File: config.mk
export PLATFORM = sky130hd
export DESIGN_NAME = bram_access_unit
export DESIGN_NICKNAME = d
export VERILOG_FILES = /design/src/rtl/bram_access_unit.sv
export SDC_FILE = /design/constraint.sdc
export NUM_CORES = 1
export LEC_CHECK = 0
export ABC_AREA = 1
export CAP_MARGIN = 15
export CORE_ASPECT_RATIO = 1.4
export CORE_MARGIN = 5
export CORE_UTILIZATION = 43
export CTS_CLUSTER_SIZE = 40
export DETAILED_ROUTE_END_ITERATION = 8
export GPL_ROUTABILITY_DRIVEN = 0
export HOLD_SLACK_MARGIN = 0.02
export PLACE_DENSITY = 0.86
export SLEW_MARGIN = 40
export SYNTH_ARGS = -nofsm -noshare
export SYNTH_HDL_FRONTEND = slang
export SYNTH_SLANG_ARGS = --single-unit
File: constraint.sdc
create_clock -name clk -period 1.95 [get_ports clk]
set_input_delay 0.4875 -clock clk [delete_from_list [all_inputs] [get_ports clk]]
set_output_delay 0.4875 -clock clk [all_outputs]
set_load 0.005 [all_outputs]
File: src/rtl/bram_access_unit.sv
// Byte-addressed load/store front end for a single-port, word-wide, combinational-read BRAM.
// Optional macro BRAM_ACCESS_BOUNDS_CHECK_EN faults addresses at or above CAPACITY instead of wrapping.
module bram_access_unit #(
  parameter int DATA_WIDTH = 32,
  parameter int CAPACITY   = 1024,
  parameter int ADDR_WIDTH = $clog2((CAPACITY << 3) / DATA_WIDTH)
) (
  input  logic                  clk,
  input  logic                  rst_n,
  input  logic                  req_valid,
  output logic                  req_ready,
  input  logic [31:0]           req_addr,
  input  logic                  req_wen,
  input  logic [1:0]            req_size,
  input  logic                  req_unsigned,
  input  logic [31:0]           req_wdata,
  output logic                  resp_valid,
  input  logic                  resp_ready,
  output logic [31:0]           resp_rdata,
  output logic                  resp_err,
  output logic [ADDR_WIDTH-1:0] mem_addr,
  output logic                  mem_wen,
  output logic [DATA_WIDTH-1:0] mem_din,
  input  logic [DATA_WIDTH-1:0] mem_dout
);

  localparam int NUM_LANES = DATA_WIDTH / 8;

  typedef enum logic [1:0] {
    S_IDLE   = 2'd0,
    S_ACCESS = 2'd1,
    S_RESP   = 2'd2
  } state_t;

  typedef struct packed {
    logic [31:0] addr;
    logic        wen;
    logic [1:0]  size;
    logic        uns;
    logic [31:0] wdata;
  } req_t;

  state_t                r_state;
  state_t                w_state_nxt;
  req_t                  r_req;
  logic [31:0]           r_rdata;
  logic                  r_err;

  logic                  w_accept;
  logic                  w_err;
  logic [1:0]            w_lane;
  logic [NUM_LANES-1:0]  w_be;
  logic [31:0]           w_wrep;
  logic [31:0]           w_merged;
  logic [31:0]           w_shift;
  logic [31:0]           w_ext;
  logic                  w_unused;

  assign w_accept = req_valid && (r_state == S_IDLE) && rst_n;
  assign w_lane   = r_req.addr[1:0];
  assign w_unused = ^r_req.addr[31:ADDR_WIDTH+2];

  always_ff @(posedge clk) begin
    if (!rst_n) r_state <= S_IDLE;
    else        r_state <= w_state_nxt;
  end

  always_comb begin
    w_state_nxt = r_state;
    req_ready   = 1'b0;
    resp_valid  = 1'b0;
    mem_wen     = 1'b0;
    mem_din     = '0;
    case (r_state)
      S_IDLE: begin
        req_ready = rst_n;
        if (w_accept) w_state_nxt = S_ACCESS;
      end
      S_ACCESS: begin
        mem_din     = w_merged;
        mem_wen     = r_req.wen && !w_err && rst_n;
        w_state_nxt = S_RESP;
      end
      S_RESP: begin
        resp_valid = 1'b1;
        if (resp_ready) w_state_nxt = S_IDLE;
      end
      default: w_state_nxt = S_IDLE;
    endcase
  end

  // Faults are judged on the latched request, so they need not be held by the core.
  always_comb begin
    w_err = 1'b0;
    case (r_req.size)
      2'd0:    w_err = 1'b0;
      2'd1:    w_err = r_req.addr[0];
      2'd2:    w_err = |r_req.addr[1:0];
      default: w_err = 1'b1;
    endcase
`ifdef BRAM_ACCESS_BOUNDS_CHECK_EN
    if (r_req.addr >= 32'(CAPACITY)) w_err = 1'b1;
`endif
  end

  // Load path: bring the addressed lane down to bit 0, then extend.
  assign w_shift = mem_dout >> {w_lane, 3'b000};

  always_comb begin
    w_ext = mem_dout;
    case (r_req.size)
      2'd0:    w_ext = r_req.uns ? {24'd0, w_shift[7:0]}   : {{24{w_shift[7]}},  w_shift[7:0]};
      2'd1:    w_ext = r_req.uns ? {16'd0, w_shift[15:0]}  : {{16{w_shift[15]}}, w_shift[15:0]};
      default: w_ext = mem_dout;
    endcase
  end

  // Store path: replicate the store data across lanes, then pick per lane
  // between new data and the current word (read-modify-write).
  always_comb begin
    w_be   = '1;
    w_wrep = r_req.wdata;
    case (r_req.size)
      2'd0: begin
        w_be   = 4'b0001 << w_lane;
        w_wrep = {4{r_req.wdata[7:0]}};
      end
      2'd1: begin
        w_be   = w_lane[1] ? 4'b1100 : 4'b0011;
        w_wrep = {2{r_req.wdata[15:0]}};
      end
      default: begin
        w_be   = '1;
        w_wrep = r_req.wdata;
      end
    endcase
  end

  for (genvar g = 0; g < NUM_LANES; g++) begin : g_lane
    assign w_merged[8*g +: 8] = w_be[g] ? w_wrep[8*g +: 8] : mem_dout[8*g +: 8];
  end

  always_ff @(posedge clk) begin
    if (!rst_n) begin
      r_req   <= '0;
      r_rdata <= '0;
      r_err   <= 1'b0;
    end else begin
      if (w_accept) begin
        r_req.addr  <= req_addr;
        r_req.wen   <= req_wen;
        r_req.size  <= req_size;
        r_req.uns   <= req_unsigned;
        r_req.wdata <= req_wdata;
      end
      if (r_state == S_ACCESS) begin
        r_err   <= w_err;
        r_rdata <= (!r_req.wen && !w_err) ? w_ext : 32'd0;
      end
    end
  end

  assign resp_rdata = resp_valid ? r_rdata : 32'd0;
  assign resp_err   = resp_valid && r_err;
  assign mem_addr   = r_req.addr[ADDR_WIDTH+1:2];

endmodule

Word level (Yosys, flattened, before mapping)
Index checks and enable logic that the tools add are counted.
{"block": "totals", "ff_bits": 81, "input_bits": 104, "output_inout_bits": 76}
{"block": "classes", "shift": 2, "n_mux": 20, "n_eq_ne": 6, "reduce_logical": 12}
{"cell": "$mux W32", "n": 5}
{"cell": "$pmux W32 S2", "n": 2}
{"cell": "$mux W8", "n": 4}
{"cell": "$shr A32 B5 Y16", "n": 1}
{"cell": "$pmux W4 S2", "n": 1}
{"cell": "$logic_and A1 B1 Y1", "n": 6}
{"cell": "$pmux W2 S3", "n": 1}
{"cell": "$eq A2 B1 Y1 const B", "n": 2}
{"cell": "$eq A2 B2 Y1 const B", "n": 2}
{"cell": "$logic_not A2 Y1", "n": 2}
{"cell": "$mux W2", "n": 2}
{"cell": "$mux W4", "n": 1}
{"cell": "$ne A2 B2 Y1 const B", "n": 2}
{"cell": "$shl A1 B2 Y4 const A", "n": 1}
{"cell": "$mux W1", "n": 3}
{"cell": "$pmux W1 S3", "n": 1}
{"cell": "$logic_not A1 Y1", "n": 2}
{"cell": "$reduce_and A2 Y1", "n": 1}
{"cell": "$reduce_or A2 Y1", "n": 1}

Longest topological paths before layout
Gate-level depths: netlist of the first run.
{"block": "depth", "ltp_word": 6, "depth_mapped": 10}

Least setup slack after synthesis of the first run
Ideal clock, no wire load.
{"block": "synth_path", "path_kind": "register to output", "startpoint": "register r_req[36] (netlist bit)", "endpoint": "output port mem_din[24]", "slack_ns": 0.153, "path_stages_with_launch": 6, "t_arrival_ns": 1.310, "path_buffers": 2, "cell_sequence": "dfxtp_1 buf_6 nor2_1 o21ai_4 buf_4 a211oi_1"}
{"block": "synth_between", "elab_chain_cells": 4}
{"item": "start: declaration", "line": "45", "source": "req_t r_req;"}
{"item": "$shl A1 B2 Y4", "line": "125", "source": "w_be = 4'b0001 << w_lane;"}
{"item": "$pmux W4 S2", "line": "123", "source": "case (r_req.size)"}
{"item": "$mux W8", "line": "140", "source": "assign w_merged[8*g +: 8] = w_be[g] ? w_wrep[8*g +: 8] : mem_dout[8*g +: 8];"}
{"item": "$mux W32", "line": "74", "source": "case (r_state)"}
{"item": "end: declaration", "line": "23", "source": "output logic [DATA_WIDTH-1:0] mem_din,"}
Every way passes these cells.

Final worst setup path of the first run
{"block": "layout_path", "startpoint": "register r_req[33] (netlist bit)", "endpoint": "output port mem_din[30]"}
{"block": "layout_between", "elab_chain_cells": 4, "word_cells_on_any_way": 6}
{"item": "$eq A2 B1 Y1 / $logic_not A2 Y1 (equally long branches)", "line": "123"}
{"item": "$pmux W32 S2 / $pmux W4 S2 (equally long branches)", "line": "123"}
{"item": "$mux W8 *", "line": "140"}
{"item": "$mux W32 *", "line": "74"}
Mark *: on every way between the ends. The rest lies on a longest branch, timed or not.

==> flow_metrics.tcl, run 1 <==
set metrics [dict create \
    status "complete, but fails checks" \
    violations "design-rule violations, negative setup slack" \
    ys_ff_latch 81 \
    totalWireLength_mm 27.4 \
    pwr_density_cell_nw_per_um2 659 \
    synthTopCellsByCount "nand2_1 (229), nor2_1 (115), dfxtp_1 (81)" \
    yosysSeqAreaShare 0.348 \
    crit_arrival_ps 2240 \
    max_freq_ghz 0.367 \
    hpwl_mm 12.9 \
    seq_power_share 0.334 \
    vias 7180 \
    fin_nets 1116 \
    clockBufferDepth 2 \
    crit_chain "nor2_4, buf_12, o21ai_4, buf_6, buf_6, buf_6, nor2_2, a211oi_2, buf_2" \
    area_growth_syn_to_layout_pct 77.8 \
    synth_edf_count 0 \
    boundaryPins 180 \
    synth_top_area_cell "dfxtp_1" \
    min_period_ps 2730 \
    worstMarginPinSlew_ps 719 \
    holdCritPathClass "register to register" \
    ys_types 30 \
    crit_path_max_fanout 4 \
    design.core.area_um2 10800 \
    design.die.area_um2 13000 \
    grt_pass1_vias 6547 \
    setup_ws_ps -777 \
    port_buffers 157 \
    fillers 638 \
    crit_family "buffers and inverters" \
    finalNonFillerCells 1158 \
    pre_cts_ws_ps -606 \
    p_sw_w 0.00194 \
    synth_area_per_cell_um2 6.25 \
    yosys_warnings 0 \
    r2r_slack_ps -190 \
    htree_levels 3 \
    comb_power_share 0.369 \
    critPathKind "register to output port" \
    syn_nets 848 \
    dpl.cell_count 1081 \
    yosysMostFrequentCell "nand2_1" \
    rsz0062_at_grt "true" \
    ys_top_cells_by_area "dfxtp_1 (35%), nand2_1 (18%), nor2_1 (9.3%)" \
    finalHoldViolations 0 \
    die_w_um 97.9 \
    antenna_found_initial 2 \
    drtPass1Iterations 9 \
    max_stage_delay_ps 380 \
    vdd_drop_max_mv 0.580 \
    async_reset_ff_frac 0 \
    grt_pass1_wl_mm 35.9 \
    whs_ps 465 \
    fin_crit_sh 1.40 \
    hold-path-cell-count 2 \
    grt.overflow.total 0 \
    pwr-share-clk 0.296 \
    required_ps 1460 \
    clock_latency_ps 360 \
    rows 45 \
    regArea_um2 1640 \
    cts-root-buf "clkbuf_16" \
    grtUsageTotal 0.352 \
    intPower_w 0.00352 \
    fin_skew_ps 14.5 \
    leakage_nw 3.44 \
    grt_max_degree 66 \
    r2r-end "r_rdata[23]" \
    cp-start-kind "register" \
    totalPowerFinal_w 0.00545 \
    crit_path_frequent_cell "buf_6" \
    worstHoldStart "mem_addr[3]" \
    setup_viol 69 \
    reg2reg_from "r_req[33]" \
    synthesis.area_um2 4650 \
    min_to "mem_addr[3]" \
    avgRoutedWirePerCell_um 23.7 \
    ant_nets 0 \
    tritoncts "built" \
    start_util 0.433 \
    synth_top_area_share 0.348 \
    hold_buffers 0 \
    worstRegToRegCells 11 \
    drv_cap 0 \
    end_kind "output port" \
    cts_buffers 9 \
    maxSlewViolCount 0 \
    fp.dieH_um 133 \
    cts.reportedPaths.clkPinSlew_ps 60 \
    synth-main-ff-cell "dfxtp_1" \
    slew_headroom 0.521 \
    synth_cells 744 \
    clock_sinks 81 \
    drc_errors 88 \
    p_sw_frac 0.355 \
    crit_buf_inv 5 \
    multi_input_area_um2 3100 \
    slowest_stage "dfxtp_4" \
    viasPerCell 6.20 \
    drt_iter0_drc 1115 \
    drive_gt1_frac 0.355 \
]
[worst max path at each step]
stage | startpoint | cells past startpoint | to
floorplan | r_req[36] | 5 | mem_din[24]
global placement | mem_dout[25] | 4 | mem_din[25]
detailed placement | mem_dout[25] | 4 | mem_din[25]
CTS | r_req[33] | 8 | mem_din[17]
global route | r_req[33] | 9 | mem_din[30]
finish | r_req[33] | 9 | mem_din[30]
[per-stage QoR]
step / area, µm² / util / TNS [ps]
final: 8280 / 0.770 / -14790
after global routing: 8280 / 0.770 / -17650
after CTS: 7840 / 0.729 / -7730
after floorplan: 4650 / - / 0
after detailed placement: 6830 / 0.635 / -22690
after global placement: 6830 / 0.635 / -18540
[flip-flops by register name, indices dropped and copies added, names as in the netlist]
name,count
r_req,38
r_state,2
mem_addr,8
r_rdata,32
r_err,1
[kinds of logic after synthesis]
kind of cell / synth area share
simple gates: 0.312
compound gates: 0.217
buf+inv: 0.122
flops: 0.348
[placed cells by master, fill, tap and decap left out, types with 4 or more instances in the layout]
cell type	synthesis	final
nand2_1	229	221
buf_4	15	91
clkdlybuf4s50_1	0	88
a21oi_1	79	77
dfxtp_1	81	75
nor2_1	115	66
buf_2	4	59
inv_1	55	49
buf_6	5	43
nor2_4	1	36
o21ai_0	56	35
o21ai_1	7	17
nor2_2	1	15
a211oi_2	0	15
buf_12	0	13
nand3_1	12	12
o21ai_2	1	10
nand2_2	6	9
clkbuf_16	0	9
a31oi_1	8	6
o21ai_4	2	5
a211oi_4	0	5
nand2_4	0	5
inv_2	4	5
a21oi_2	4	4
buf_8	0	4
[what timing repair did]
action | CTS | global route
gates resized for setup | 433 | 101
cloned | 8 | 0
setup endpoints to repair | 68 | 76
pin swaps | 31 | 23
setup buffers | 48 | 18
[cell type report]
| type | count | share of cell area |
|---|---|---|
| inverters | 61 | 0.0316 |
| flip-flops and latches | 81 | 0.198 |
| repair inverters | 1 | 0.000907 |
| multi-input cells | 551 | 0.375 |
| diodes | 1 | 0.000302 |
| clock buffers | 12 | 0.0298 |
| well taps | 141 | 0.0213 |
| clock inverters | 3 | 0.00212 |
| repair buffers | 307 | 0.342 |
[tightest hold or removal path, stage by stage (launching register included)]
cell and delay, ps:
dfxtp_1 310, nand2_1 60, a21oi_1 50
[power groups by stage]
stage               Combinational [W]  Sequential (W)  Clock (W)
CTS                           0.00164         0.00181    0.00155
floorplan                    0.000634         0.00183          0
global route                  0.00209         0.00183    0.00168
finish                        0.00201         0.00182    0.00162
detailed placement            0.00126         0.00184          0
global placement              0.00123         0.00183          0
[routing by layer]
layer	part of all wire	wire (µm)	global-route usage	vias to the layer above
met1	0.30	8340	0.375	3155
li1	-	-	-	2914
met5	0.00044	12	0	-
met3	0.14	3700	0.0981	326
met2	0.44	12100	0.589	783
met4	0.12	3240	0.257	2
No activity file was read; power rests on OpenSTA's default activity.
==> run 2: changes to the inputs <==
--- a/config.mk
+++ b/config.mk
@@ -7,7 +7,7 @@
 export LEC_CHECK = 0
 export ABC_AREA = 1
 export CAP_MARGIN = 15
-export CORE_ASPECT_RATIO = 1.4
+export CORE_ASPECT_RATIO = 1.25
 export CORE_MARGIN = 5
 export CORE_UTILIZATION = 43
 export CTS_CLUSTER_SIZE = 40
==> run 2 against run 1 <==
Effect of this change:
- the run ends with negative setup slack left
- global-route usage fell by 0.86 points
- wire length is 10% higher
- largest power group unchanged
- sequential share of layout area is 0.62 points lower
- clock power is essentially flat
- via count is 2.3% higher
- clock-buffer cell count did not move
- worst setup slack better by 290 ps
- cell area is 3.4% higher
- clock skew fell by 9.0 ps
- critical path depth decreased by 2
- die area is 0.13% lower
- highest routed layer is now met4
- sequential power about the same
==> flow_metrics.tcl, run 2 (synthesis results as in run 1) <==
set metrics [dict create \
    start_util 0.438 \
    finalHoldViolations 0 \
    hpwl_mm 12.7 \
    die_w_um 103 \
    vdd_drop_max_mv 0.693 \
    whs_ps 467 \
    min_period_ps 2440 \
    rsz0062_at_grt "true" \
    required_ps 1460 \
    cts_buffers 9 \
    min_to "r_rdata[11]" \
    leakage_nw 3.49 \
    antenna_found_initial 0 \
    pre_cts_ws_ps -586 \
    grt_pass1_vias 6366 \
    worstMarginPinSlew_ps 835 \
    avgRoutedWirePerCell_um 26.3 \
    hold-path-cell-count 2 \
    fp.dieH_um 126 \
    diodes 0 \
    clock_latency_ps 360 \
    slew_headroom 0.443 \
    max_freq_ghz 0.411 \
    maxSlewViolCount 0 \
    holdCritPathClass "register to register" \
    status "complete, but fails checks" \
    grt_pass1_wl_mm 34.2 \
    design.die.area_um2 13000 \
    ant_nets 0 \
    setup_ws_ps -485 \
    cp-start-kind "register" \
    setup_viol 96 \
    critPathKind "register to output port" \
    design.core.area_um2 10600 \
    cts-root-buf "clkbuf_16" \
    cts.reportedPaths.clkPinSlew_ps 60 \
    drv_cap 0 \
    crit_arrival_ps 1950 \
    htree_levels 3 \
    port_buffers 157 \
    drive_gt1_frac 0.404 \
    hold_buffers 0 \
    pwr_density_cell_nw_per_um2 671 \
    top_register "r_req" \
    fin_crit_sh 1.25 \
    worstRegToRegCells 13 \
    setup_tns_ps -17460 \
    crit_path_max_fanout 5 \
    grt_max_degree 66 \
    end_kind "output port" \
    totalPowerFinal_w 0.00574 \
    area_growth_syn_to_layout_pct 83.9 \
    startpoint "r_req[33]" \
    drc_errors 0 \
    fin_skew_ps 5.54 \
    largest_reg_flops 38 \
    viasPerCell 6.39 \
    violations "negative setup slack" \
    final_cell_mix "nand2_1 (208), clkdlybuf4s50_1 (87), buf_4 (80)" \
    fin_nets 1118 \
    clock_sinks 81 \
    rows 42 \
    clockBufferDepth 2 \
    drtPass1Iterations 8 \
    worstHoldStart "r_rdata[11]" \
    tritoncts "built" \
    r2r-end "r_rdata[30]" \
    reg2reg_from "r_req[36]" \
    vias 7346 \
    r2r_slack_ps -220 \
    drt_iter0_drc 1197 \
    totalWireLength_mm 30.2 \
    layout_commonest_cell "nand2_1" \
    grtUsageTotal 0.343 \
    boundaryPins 180 \
    fillers 559 \
    grt.overflow.total 0 \
]
==> run 2: power breakdown <==
group | switching [W] | internal, W
clock | 0.000724 | 0.000921
combinational | 0.00131 | 0.000961
sequential | 0.0000804 | 0.00175
==> run 2: cell type report <==
cell class | count | area [µm²] | area share
multi-input cells | 552 | 3330 | 0.389
repair buffers | 307 | 2850 | 0.333
flip-flops and latches | 81 | 1640 | 0.192
inverters | 61 | 284 | 0.0332
clock buffers | 12 | 256 | 0.0300
well taps | 132 | 165 | 0.0193
repair inverters | 2 | 23.8 | 0.00278
clock inverters | 2 | 13.8 | 0.00161
==> run 2: worst max-delay path, cell delays in order (launching register included) <==
cell	delay, ps
dfxtp_4	380
nor2_4	80
buf_6	120
o21ai_4	300
buf_6	180
nor2_2	70
a211oi_2	300
buf_2	170
==> run 2: metrics by stage <==
stage / utilization / cells / area, µm²
floorplan: - / 744 / 4650
global placement: 0.640 / 1067 / 6800
detailed placement: 0.640 / 1067 / 6800
CTS: 0.724 / 1124 / 7690
global route: 0.806 / 1149 / 8560
finish: 0.806 / 1149 / 8560
==> run 2: per-layer routing <==
| metal | routed length [µm] | GRT usage | vias to the layer above |
|---|---|---|---|
| li1 | - | - | 2899 |
| met1 | 9250 | 0.373 | 3284 |
| met2 | 13100 | 0.546 | 842 |
| met3 | 4470 | 0.0999 | 321 |
| met4 | 3360 | 0.269 | 0 |
| met5 | 0 | 0.0162 | - |
==> run 2: worst max path at each step <==
| stage | endpoint | slack [ps] | cells past startpoint |
|---|---|---|---|
| final | mem_din[12] | -490 | 7 |
| after global routing | mem_din[12] | -490 | 7 |
| after CTS | mem_din[17] | -330 | 8 |
| after detailed placement | mem_din[25] | -590 | 4 |
| after global placement | mem_din[25] | -580 | 4 |
| after floorplan | mem_din[24] | 150 | 5 |
==> run 2: repair_timing <==
item | CTS | global route
resized for setup | 427 | 172
endpoints found under the setup margin | 68 | 94
setup buffers | 39 | 28
cloned | 6 | 6
pin swaps | 34 | 37
==> run 3: changes to the inputs <==
--- a/config.mk
+++ b/config.mk
@@ -7,14 +7,16 @@
 export LEC_CHECK = 0
 export ABC_AREA = 1
 export CAP_MARGIN = 15
+export CELL_PAD_IN_SITES_DETAIL_PLACEMENT = 0
+export CELL_PAD_IN_SITES_GLOBAL_PLACEMENT = 1
 export CORE_ASPECT_RATIO = 1.25
 export CORE_MARGIN = 5
-export CORE_UTILIZATION = 43
+export CORE_UTILIZATION = 30
 export CTS_CLUSTER_SIZE = 40
 export DETAILED_ROUTE_END_ITERATION = 8
 export GPL_ROUTABILITY_DRIVEN = 0
 export HOLD_SLACK_MARGIN = 0.02
-export PLACE_DENSITY = 0.86
+export PLACE_DENSITY = 0.89
 export SLEW_MARGIN = 40
 export SYNTH_ARGS = -nofsm -noshare
 export SYNTH_HDL_FRONTEND = slang
==> run 3 against run 2 <==
Effect of this change:
- the run still ends with negative setup slack left
- largest cell class unchanged
- critical path depth is 1 higher
- first-iteration DRC count down 64%
- combinational power down 14%
==> flow_metrics.tcl, run 3 (synthesis results as in run 1) <==
set metrics [dict create \
    ant_nets 0 \
    totalPowerFinal_w 0.00554 \
    fin_skew_ps 7.17 \
    hold-path-cell-count 2 \
    r2r_slack_ps 60 \
    grtUsageTotal 0.213 \
    setup_tns_ps -9350 \
    grt_max_degree 66 \
    layout_commonest_cell "nand2_1" \
    htree_levels 3 \
    drtPass1Iterations 5 \
    regArea_um2 1640 \
    top_register "r_req" \
    dpl.cell_count 1177 \
    drt_iter0_drc 426 \
    drv_cap 0 \
    diodes 0 \
    cts.reportedPaths.clkPinSlew_ps 60 \
    dpl-instance-area_um2 7100 \
    setup_ws_ps -322 \
    status "complete, but fails checks" \
    setup_viol 48 \
    finalNonFillerCells 1248 \
    cts_buffers 9 \
    tritoncts "built" \
    postLayoutCoreUtil 0.559 \
    critPathKind "register to output port" \
    cts-root-buf "clkbuf_16" \
    cp-start-kind "register" \
    fin_nets 1135 \
    reg2reg_from "r_req[36]" \
    worstRegToRegCells 11 \
    min_period_ps 2270 \
    crit_path_max_fanout 3 \
    worstMarginPinSlew_ps 723 \
    required_ps 1460 \
    max_freq_ghz 0.440 \
    hpwl_mm 14.2 \
    grt.overflow.total 0 \
    end_kind "output port" \
    leakage_nw 3.57 \
    maxSlewViolCount 0 \
    totalWireLength_mm 21.7 \
    drive_gt1_frac 0.387 \
    grt_pass1_wl_mm 30.1 \
    r2r-end "r_rdata[18]" \
    boundaryPins 180 \
    slew_headroom 0.518 \
    port_buffers 157 \
    die_w_um 121 \
    crit_arrival_ps 1780 \
    largest_reg_flops 38 \
    clockBufferDepth 2 \
    vias 6155 \
    grt_pass1_vias 5766 \
    viasPerCell 4.93 \
    hold_buffers 0 \
    min_to "r_rdata[24]" \
    final_cell_mix "nand2_1 (215), buf_4 (118), clkdlybuf4s50_1 (88)" \
    rsz0062_at_grt "true" \
    drc_errors 0 \
    holdCritPathClass "register to register" \
    design.core.area_um2 15400 \
    clock_sinks 81 \
    fin_area_um2 8630 \
    design.die.area_um2 18100 \
    finalHoldViolations 0 \
    area_growth_syn_to_layout_pct 85.5 \
    avgRoutedWirePerCell_um 17.4 \
    multi_input_area_um2 3210 \
    clock_latency_ps 340 \
    fp.dieH_um 149 \
    fillers 1424 \
    vdd_drop_max_mv 0.353 \
    fin_crit_sh 1.17 \
    worstHoldStart "r_rdata[24]" \
    rows 51 \
    start_util 0.301 \
    pwr_density_cell_nw_per_um2 642 \
    violations "negative setup slack" \
    antenna_found_initial 0 \
]
run 3: cell count changes in the layout (fill, tap and decap cells not counted), sizes merged, moves of 2 or more:
cell | previous run | this run
clkbuf | 18 | 14
dlygate4sd2 | 0 | 2
buf | 212 | 233
inv | 59 | 61
run 3: timing repair:
item | in CTS | in global routing
cloned | 7 | 3
setup endpoints to repair | 68 | 70
setup buffers | 32 | 18
resized for setup | 428 | 140
pin swaps | 30 | 34
run 3: worst max path at each step:
stage / start / to / slack (ps) / cells after the start
global placement: mem_dout[25] / mem_din[25] / -520 / 5
floorplan: r_req[36] / mem_din[24] / 150 / 5
CTS: r_req[33] / mem_din[17] / -330 / 9
detailed placement: mem_dout[25] / mem_din[25] / -500 / 5
global route: r_req[33] / mem_din[18] / -350 / 9
finish: r_req[33] / mem_din[13] / -320 / 8
run 3: cell type report:
class / count / share of cell area
Timing Repair inverter: 2 / 0.00188
Multi-Input combinational cell: 550 / 0.372
Clock buffer: 12 / 0.0297
Tap cell: 212 / 0.0307
Sequential cell: 81 / 0.190
Clock inverter: 4 / 0.00594
Inverter: 61 / 0.0306
Timing Repair Buffer: 326 / 0.340
run 3: stage by stage:
step	hold slack [ps]	setup WS, ps
finish	463	-322
global placement	450	-516
CTS	463	-328
detailed placement	453	-501
global route	481	-349
floorplan	441	153
run 3: per-layer routing:
layer,up-vias,global-route usage,wire length (µm)
met3,60,0.0300,1260
met5,-,0,0
met1,2882,0.264,8660
met2,269,0.369,10800
li1,2944,-,-
met4,0,0.0874,964
run 3: report_power, final:
group | leakage [nW] | switching (W) | internal, W
Combinational | 2.76 | 0.00102 | 0.000933
Sequential | 0.664 | 0.0000708 | 0.00175
Clock | 0.149 | 0.000710 | 0.00106
Total | 3.57 | 0.00180 | 0.00375
run 3: worst max-delay path, stage by stage, from the launching register on:
cell and delay, ps:
dfxtp_4 360, buf_6 130, nor2_4 140, buf_6 150
buf_6 120, o21ai_2 60, a211oi_2 220, buf_4 170
buf_6 90
